<file path="src/rtl/issue_scheduler_pkg.sv">
// issue_scheduler_pkg: shared FSM state enum, default register-index width and control-field width
package issue_scheduler_pkg;
  typedef enum logic [1:0] {RUN, STALL, DRAIN} state_t;
  localparam int RW_DEF = 4;
  localparam int CTRL_W = 4;
endpackage

</file>
<file path="src/rtl/scoreboard_shift.sv">
// scoreboard_shift: DEPTH-entry {v, rd} write tracker (entry DEPTH-1 is the write-back slot, excluded from matching) with two match ports and empty flag
module scoreboard_shift
  import issue_scheduler_pkg::*;
#(
  parameter int DEPTH = 4,
  parameter int RW = RW_DEF
) (
  input  logic          clk,
  input  logic          rst,
  input  logic          load_v,
  input  logic [RW-1:0] load_rd,
  input  logic [RW-1:0] q1,
  input  logic [RW-1:0] q2,
  output logic          m1,
  output logic          m2,
  output logic          empty
);
  logic [DEPTH-1:0] v;
  logic [RW-1:0]    rd [DEPTH];
  always_ff @(posedge clk) begin
    v[0]  <= rst && load_v;
    rd[0] <= load_rd;
    for (int i = 1; i < DEPTH; i++) begin
      v[i]  <= rst && v[i-1];
      rd[i] <= rd[i-1];
    end
  end
  always_comb begin
    m1 = 1'b0;
    m2 = 1'b0;
    for (int i = 0; i < DEPTH; i++) begin
      m1 = m1 | (v[i] && (i < DEPTH - 1) && rd[i] == q1);
      m2 = m2 | (v[i] && (i < DEPTH - 1) && rd[i] == q2);
    end
  end
  assign empty = ~|v;
endmodule

</file>
<file path="src/rtl/issue_scheduler.sv">
// issue_scheduler: in-order issue stage stalling on RAW hazards, drain handshake; ISSUE_STATS_EN adds stall_cnt/issue_cnt
module issue_scheduler
  import issue_scheduler_pkg::*;
#(
  parameter int DEPTH = 4,
  parameter int RW = RW_DEF
) (
  input  logic              clk,
  input  logic              rst,
  input  logic              in_valid,
  output logic              in_ready,
  input  logic [RW-1:0]     in_rd,
  input  logic [RW-1:0]     in_rs1,
  input  logic [RW-1:0]     in_rs2,
  input  logic              in_rs1_used,
  input  logic              in_rs2_used,
  input  logic              in_w,
  input  logic [CTRL_W-1:0] in_ctrl,
  output logic              iss_valid,
  output logic              iss_w,
  output logic [RW-1:0]     iss_rd,
  output logic [RW-1:0]     iss_rs1,
  output logic [RW-1:0]     iss_rs2,
  output logic [CTRL_W-1:0] iss_ctrl,
  input  logic              drain_req,
  output logic              idle,
  output logic              stall
`ifdef ISSUE_STATS_EN
  ,
  output logic [15:0]       stall_cnt,
  output logic [15:0]       issue_cnt
`endif
);
  state_t state, state_n;
  logic   hazard, m1, m2, empty, accept;
  scoreboard_shift #(.DEPTH(DEPTH), .RW(RW)) u_sb (
    .clk     (clk),
    .rst     (rst),
    .load_v  (accept && in_w),
    .load_rd (in_rd),
    .q1      (in_rs1),
    .q2      (in_rs2),
    .m1      (m1),
    .m2      (m2),
    .empty   (empty)
  );
  assign hazard = (in_rs1_used && m1) || (in_rs2_used && m2);
  assign accept = rst && in_valid && in_ready;
  always_ff @(posedge clk) state <= !rst ? RUN : state_n;
  always_comb
    state_n = drain_req       ? DRAIN :
              state == DRAIN  ? RUN :
              state == RUN    ? ((hazard && in_valid) ? STALL : RUN) :
              hazard          ? STALL : RUN;
  always_comb begin
    in_ready = !rst || (state != DRAIN && !drain_req && !hazard);
    stall    = in_valid && !in_ready;
    idle     = state == DRAIN && empty;
  end
  always_ff @(posedge clk) begin
    if (!rst) begin
      iss_valid <= 1'b0;
      iss_w     <= 1'b0;
      iss_rd    <= '0;
      iss_rs1   <= '0;
      iss_rs2   <= '0;
      iss_ctrl  <= '0;
    end else begin
      iss_valid <= accept;
      iss_w     <= accept && in_w;
      if (accept) begin
        iss_rd   <= in_rd;
        iss_rs1  <= in_rs1;
        iss_rs2  <= in_rs2;
        iss_ctrl <= in_ctrl;
      end
    end
  end
`ifdef ISSUE_STATS_EN
  always_ff @(posedge clk) begin
    if (!rst) begin
      stall_cnt <= '0;
      issue_cnt <= '0;
    end else begin
      stall_cnt <= stall_cnt + 16'(stall && stall_cnt != 16'hFFFF);
      issue_cnt <= issue_cnt + 16'(accept && issue_cnt != 16'hFFFF);
    end
  end
`endif
endmodule

</file>
<file path="config.mk">
export PLATFORM = sky130hd
export DESIGN_NAME = issue_scheduler
export DESIGN_NICKNAME = d
export VERILOG_FILES = /design/src/rtl/issue_scheduler_pkg.sv /design/src/rtl/scoreboard_shift.sv /design/src/rtl/issue_scheduler.sv
export SDC_FILE = /design/constraint.sdc
export NUM_CORES = 1
export LEC_CHECK = 0
export ABC_CLOCK_PERIOD_IN_PS = 3200
export CELL_PAD_IN_SITES_DETAIL_PLACEMENT = 0
export CELL_PAD_IN_SITES_GLOBAL_PLACEMENT = 1
export CORE_ASPECT_RATIO = 0.9
export CORE_MARGIN = 8
export CORE_UTILIZATION = 28
export CTS_BUF_LIST = sky130_fd_sc_hd__clkbuf_4 sky130_fd_sc_hd__clkbuf_8
export DETAILED_ROUTE_END_ITERATION = 10
export DONT_BUFFER_PORTS = 1
export GPL_ROUTABILITY_DRIVEN = 0
export PLACE_DENSITY_LB_ADDON = 0.05
export SYNTH_ARGS = -nofsm -noshare
export SYNTH_HDL_FRONTEND = slang
export SYNTH_HIERARCHICAL = 1
export SYNTH_SLANG_ARGS = --single-unit
</file>
<file path="constraint.sdc">
create_clock -name clk -period 3.2 [get_ports clk]
set_input_delay 0.64 -clock clk [delete_from_list [all_inputs] [get_ports clk]]
set_output_delay 0.64 -clock clk [all_outputs]
set_load 0.1 [all_outputs]
</file>
==> metrics.log <==
[metrics] outcome: finished, final reports clean
[metrics] maximum buffer depth of the clock tree: 2
[metrics] initial antenna violation count: 0
[metrics] post-placement cell area: 1553 sq um
[metrics] Worst Setup Path Type: flip-flop to output pin
[metrics] required time at the worst-slack endpoint: 2.56 ns
[metrics] count of fill cells added during filler insertion: 569
[metrics] synthesis-to-finish area growth: 12.24%
[metrics] antenna diode count: 0
[metrics] synthesized cell area: 1483 sq um
[metrics] top cell type's share of synthesized area: 0.4861
[metrics] grt total ovfl: 0
[metrics] Final Hold Viols: 0
[metrics] max cap viols: 0
[metrics] RSZ-0062 raised after global routing: no
[metrics] Synthesis Warnings: 6
[metrics] number of global-route vias before repair: around 1100
[metrics] detailed-router iteration count before antenna repair: 4
[metrics] average routed wire per standard cell: 15.21 um
[metrics] total vias in the final route: 964
[metrics] register bit total from synthesis: 36
[metrics] slew at the pin closest to its max-slew limit: 1.009 ns
[metrics] max-slew headroom at the worst pin: 0.3261
[metrics] post-CTS clock slew at the launch and capture registers of the worst setup and hold paths: 0.08 ns
[metrics] clock latency of the later-clocked register in the worst-skew pair: 0.28 ns
[metrics] FF-to-FF path depth: 8
[metrics] FF-to-FF setup slack: 1.18 ns
[metrics] worst hold slack: 0.3780 ns
[metrics] endpoint kind of the worst setup timing path: output pin
[metrics] number of unique standard cell types used by synthesis: 21
[metrics] dominant cells by area after synthesis: sky130_fd_sc_hd__dfxtp_1 49%, sky130_fd_sc_hd__mux2i_1 11%, sky130_fd_sc_hd__xor2_1 11%
[metrics] sequential fraction of the synthesis area: 0.4861
[metrics] worst min path class: input pin to flip-flop
[metrics] WHS Endpoint: u_sb/rd[0][1]
[metrics] FF-to-FF End: iss_rs2[1]
[metrics] launching element type of the critical path: flip-flop
[metrics] # IOs: 44
[metrics] total of buffers placed on input and output ports: 0
[metrics] cell at the root of the clock tree: sky130_fd_sc_hd__clkbuf_8
[metrics] wire length reported by the detailed router: between 3000 and 4000 um
[metrics] post-CTS repair timing setup buffer count: 0
[metrics] Cell Count, Final, Fillers Out: around 220
[metrics] signal arrival time at the worst endpoint: between 2 and 2.5 ns
[metrics] cell area after layout: 1664 sq um
[metrics] Final min period: 2.753 ns
[metrics] largest voltage drop on the vdd net: 175.9 uV
[metrics] hold-critical path depth: 0
[metrics] Hold Startpoint: in_rd[1]
[metrics] horizontal die dimension: between 90 and 100 um
[metrics] mean number of vias per cell: about 4.4
[metrics] number of levels in the clock H-tree: 2
[metrics] total core area: 5192 sq um
[metrics] ratio of cells with drive above 1 in the final layout: 0.1039
[metrics] static leakage: 0.0006480 uW
[metrics] worst clock skew: 0.005647 ns
[metrics] largest area contributor in the netlist: sky130_fd_sc_hd__dfxtp_1
[metrics] maximum achievable frequency: between 300 and 400 MHz
[metrics] clock tree sinks: 36
[metrics] cell count after synthesis: 148
[metrics] part of the cycle the worst path needs: 0.8602
[metrics] DP Wirelength: around 2500 um
[metrics] drt drc: 0
[metrics] Critical Path Start: u_sb/rd[0][3]
[metrics] largest net degree at the start of global routing: 41
[metrics] # rows: 25
[metrics] PostCTS Resize Cnt: 0
[metrics] final antenna-violating net count: 0
[metrics] hold buffers post-CTS: 0
[metrics] floorplan die area: roughly 8000 sq um
[metrics] height of the die: 85.04 um
[metrics] top fanout value on the critical path: 4
[metrics] average size of a mapped cell: about 10 sq um
[metrics] number of pins exceeding their max-slew limit in the final report: 0
[metrics] source of the worst register-to-register timing path: u_sb/rd[0][3]
[metrics] nets in the synthesized netlist: around 170
[metrics] power per cell area: ~620 nW/um^2
[metrics] clock tree from TritonCTS: yes
[metrics] first-pass GRT wire length: 5520 um
[metrics] initial core utilization: 0.2855
[metrics] Iter 0 DRT Violations: 35
[metrics] TritonCTS buffer count: 5
[metrics] number of setup violations in the final report: 0
[metrics] sum of negative setup slack: 0 ns
[metrics] net count of the finished layout: ~180
[metrics] total track usage: 0.09012
[metrics] cell total after placement: ~210
how the worst max path moves through the flow:
stage / end / slack, ns / depth (start not counted)
2_1_floorplan: in_ready / 0.26 / 7
3_3_place_gp: in_ready / 0.54 / 8
3_5_place_dp: in_ready / 0.53 / 8
4_1_cts: in_ready / 0.43 / 8
5_1_grt: in_ready / 0.25 / 8
6_report: in_ready / 0.45 / 8
per-stage QoR:
step | worst slack (ns) | total power (uW) | util
after global placement | 0.5424 | 646.7 | 0.2990
after CTS | 0.4320 | 1043 | 0.3205
final | 0.4475 | 1027 | 0.3205
after global routing | 0.2481 | 1076 | 0.3205
after detailed placement | 0.5287 | 646.3 | 0.2990
after floorplan | 0.2650 | 637.8 | -
cells in the mapped netlist, drive strengths merged:
master  instances
a22o            1
and2            8
and2b           1
mux2i          16
nand2b          1
dfxtp          36
nand3           8
inv             1
xor2           18
buf             2
nor4            2
nor3            7
xnor2           6
nand2          33
nor4bb          1
clkbuf          4
nor4b           1
nor2            1
a21oi           1
area by class of cell:
class	instances	area [sq um]	area share
multi-input combinational	105	714.4	0.4293
sequential	36	720.7	0.4331
tap	67	83.83	0.05038
inverter	1	3.754	0.002256
clock buffer	5	68.82	0.04135
timing repair buffer	4	30.03	0.01805
clock inverter	3	42.54	0.02556
power by group:
group          total, uW  leakage (uW)  internal, uW  switching [uW]
sequential           556      0.000297           467            89.2
combinational       78.8      0.000297          35.3            43.5
clock                392     0.0000541           230             162
metal layers:
metal / up-vias / track usage / part of all wire
met1: 441 / 0.1179 / 0.48
met5: - / 0 / 0
met2: 30 / 0.1234 / 0.43
li1: 491 / - / -
met3: 2 / 0.04233 / 0.086
met4: 0 / 0.03509 / 0.0062
cell usage in the layout (no fill, tap or decap):
master,instances
sky130_fd_sc_hd__a22o_4,1
sky130_fd_sc_hd__bufinv_16,1
sky130_fd_sc_hd__clkinv_2,1
sky130_fd_sc_hd__clkinvlp_4,1
sky130_fd_sc_hd__nand2_1,33
sky130_fd_sc_hd__xor2_1,18
sky130_fd_sc_hd__nor4bb_1,1
sky130_fd_sc_hd__mux2i_1,16
sky130_fd_sc_hd__a21oi_1,1
sky130_fd_sc_hd__nand3_1,8
sky130_fd_sc_hd__buf_4,4
sky130_fd_sc_hd__clkbuf_8,5
sky130_fd_sc_hd__and2_1,8
sky130_fd_sc_hd__nor2_2,1
sky130_fd_sc_hd__inv_1,1
sky130_fd_sc_hd__and2b_1,1
sky130_fd_sc_hd__nor4_2,1
sky130_fd_sc_hd__nor3_1,7
sky130_fd_sc_hd__xnor2_1,6
sky130_fd_sc_hd__nor4_1,1
sky130_fd_sc_hd__dfxtp_1,36
sky130_fd_sc_hd__nand2b_1,1
sky130_fd_sc_hd__nor4b_4,1
cell families after synthesis:
family,after synthesis,share of synthesized area
compound gates,2,0.01519
xor+xnor,24,0.1418
buf+inv,7,0.03375
flops,36,0.4861
mux,16,0.1080
simple gates,63,0.2152
critical path: stages, from the launching register on:
cell and delay (ns):
sky130_fd_sc_hd__dfxtp_1 0.41, sky130_fd_sc_hd__xor2_1 0.17, sky130_fd_sc_hd__nor3_1 0.08, sky130_fd_sc_hd__nand3_1 0.08, sky130_fd_sc_hd__nand3_1 0.11, sky130_fd_sc_hd__a22o_4 0.29, sky130_fd_sc_hd__nor3_1 0.27, sky130_fd_sc_hd__nand2b_1 0.15
sky130_fd_sc_hd__buf_4 0.28
state kept, by name, summed over array words and instances, names as in the netlist:
signal     cells
u_sb/v         4
iss_rs2        4
state          2
iss_rs1        4
u_sb/rd       12
iss_ctrl       4
iss_rd         4
iss_valid      1
iss_w          1
Note: power is estimated with default switching activity, not from simulation.
==> patch: new RTL, same flow settings <==
Re-encode `state_t` (3 states) as one-hot, 3 bits wide.
--- a/src/rtl/issue_scheduler_pkg.sv
+++ b/src/rtl/issue_scheduler_pkg.sv
@@ -2,3 +2,3 @@
 package issue_scheduler_pkg;
-  typedef enum logic [1:0] {RUN, STALL, DRAIN} state_t;
+  typedef enum logic [2:0] {RUN = 3'b001, STALL = 3'b010, DRAIN = 3'b100} state_t;
   localparam int RW_DEF = 4;
Behaviour: no difference found for any inputs over 10 cycles, from zero or initial values and one cycle with rst low; not proved beyond that.
==> patch against the original RTL <==
Critical path depth is the same; area after synthesis grew 0.59%; routed wire length shrank 0.12%; total power shrank 6.1%; worst setup slack gained 0.042 ns; fmax grew 1.6%; cell area shrank 0.23%; sequential cell count grew 1; critical path type unchanged; largest cell class unchanged.
==> patch: results (changes against the original RTL) <==
irDropWorstVdd_v: 0.000151  # was 0.000176 V
via_per_inst: 4.45  # was 4.36
r2r_setup_slack_ns: 1.23  # was 1.18 ns
fmax_ghz: 0.369  # was 0.363 GHz
grt_use_met3: 0.0503  # was 0.0423
max_stage_delay_ns: 0.35  # was 0.41 ns
worstPathArrival_ns: 2.07  # was 2.11 ns
p_sw_frac: 0.308  # was 0.287
yosys-top-cells-area: "dfxtp_1 (50%), mux2i_1 (11%), xor2_1 (11%)"  # was dfxtp_1 (49%), mux2i_1 (11%), xor2_1 (11%)
r2r-start: "u_sb/rd[0][0]"  # was u_sb/rd[0][3]
firstDrtPassIters: 5  # was 4
use_met1: 0.105  # was 0.118
clkLatencyLatePin_ns: 0.28  # about the same
yosysUniqueCellTypes: 20  # was 21
synth_common_cells: "dfxtp_1 (37), nand2_1 (33), xor2_1 (18)"  # was dfxtp_1 (36), nand2_1 (33), xor2_1 (18)
grt_pass1_wl_microns: 5500  # was 5520 microns
rr_endpoint: "iss_rs1[0]"  # was iss_rs2[1]
async_flop_share: 0  # unchanged
synth_nets: 173  # was 171
power_leakage_uw: 0.000652  # was 0.000648 uW
min_from: "in_rd[1]"  # unchanged
grt.met2_usage: 0.140  # was 0.123
skew_ns: 0.00484  # was 0.00565 ns
wl_microns: 3360  # about the same
min_path_type: "in -> reg"  # unchanged
drt_iter0_drc: 73  # was 35
fill_cells: 576  # was 569
largest_register_ffs: 12  # unchanged
cts_root_buf: "clkbuf_8"  # unchanged
ys_seq_area_frac: 0.497  # was 0.486
diodes: 0  # unchanged
cts_resized: 0  # unchanged
dpl.hpwl_microns: 2580  # was 2490 microns
tightest_slew_ns: 1.01  # about the same
grt.total_usage: 0.0920  # was 0.0901
drive_gt1_frac: 0.0962  # was 0.104
cts_setup_buffers: 0  # unchanged
final_nets: 178  # was 176
grt_pass1_vias: 1057  # was 1058
status: "complete, no violations"  # unchanged
patch: area by class of cell:
class                      instances  share of cell area
sequential                        37               0.446
clock buffer                       5              0.0414
tap                               67              0.0505
multi-input combinational        107               0.433
timing repair buffer               4              0.0181
clock inverter                     3              0.0106
patch: how the worst max path moves through the flow:
stage / startpoint / to / slack, ns / cells past startpoint
4_1_cts: u_sb/rd[0][3] / stall / 0.43 / 8
2_1_floorplan: in_rs2[0] / in_ready / 0.30 / 7
5_1_grt: u_sb/rd[0][3] / stall / 0.25 / 8
3_5_place_dp: in_rs1[3] / stall / 0.50 / 8
3_3_place_gp: in_rs1[3] / stall / 0.51 / 8
6_report: u_sb/rd[0][3] / stall / 0.49 / 8
patch: cell families after synthesis:
| kind of cell | count (synthesis) | share of synthesized area |
|---|---|---|
| simple gates | 66 | 0.221 |
| flops | 37 | 0.497 |
| xor+xnor | 24 | 0.141 |
| mux | 16 | 0.107 |
| buf+inv | 6 | 0.0285 |
| compound gates | 1 | 0.00587 |
patch: through the flow:
stage          hold WS, ns  cell area (sq um)  setup WS [ns]  cells
3_3_place_gp         0.381               1570          0.506    215
6_report             0.374               1660          0.490    223
3_5_place_dp         0.385               1570          0.495    215
5_1_grt              0.346               1660          0.247    223
4_1_cts              0.360               1660          0.433    223
2_1_floorplan        0.373               1490          0.299    150
patch: power groups by stage:
stage	logic, uW	clock network [uW]	registers, uW
after floorplan	71.6	0	586
final	73.1	311	580
after global routing	81.7	353	584
after detailed placement	74.7	0	591
after CTS	74.9	329	581
after global placement	73.8	0	592
patch: worst max-delay path: cells and delay by family, from the launching register on:
family | cells | cell delay [ns]
xor+xnor | 1 | 0.17
compound gates | 1 | 0.25
flops | 1 | 0.35
buf+inv | 1 | 0.29
simple gates | 5 | 0.72
patch: layer usage:
layer | part of all wire | vias up | routed length, microns
met3 | 0.080 | 2 | 270
met4 | 0.0063 | 0 | 21
met1 | 0.44 | 462 | 1480
li1 | - | 501 | -
met5 | 0 | - | 0
met2 | 0.47 | 28 | 1580
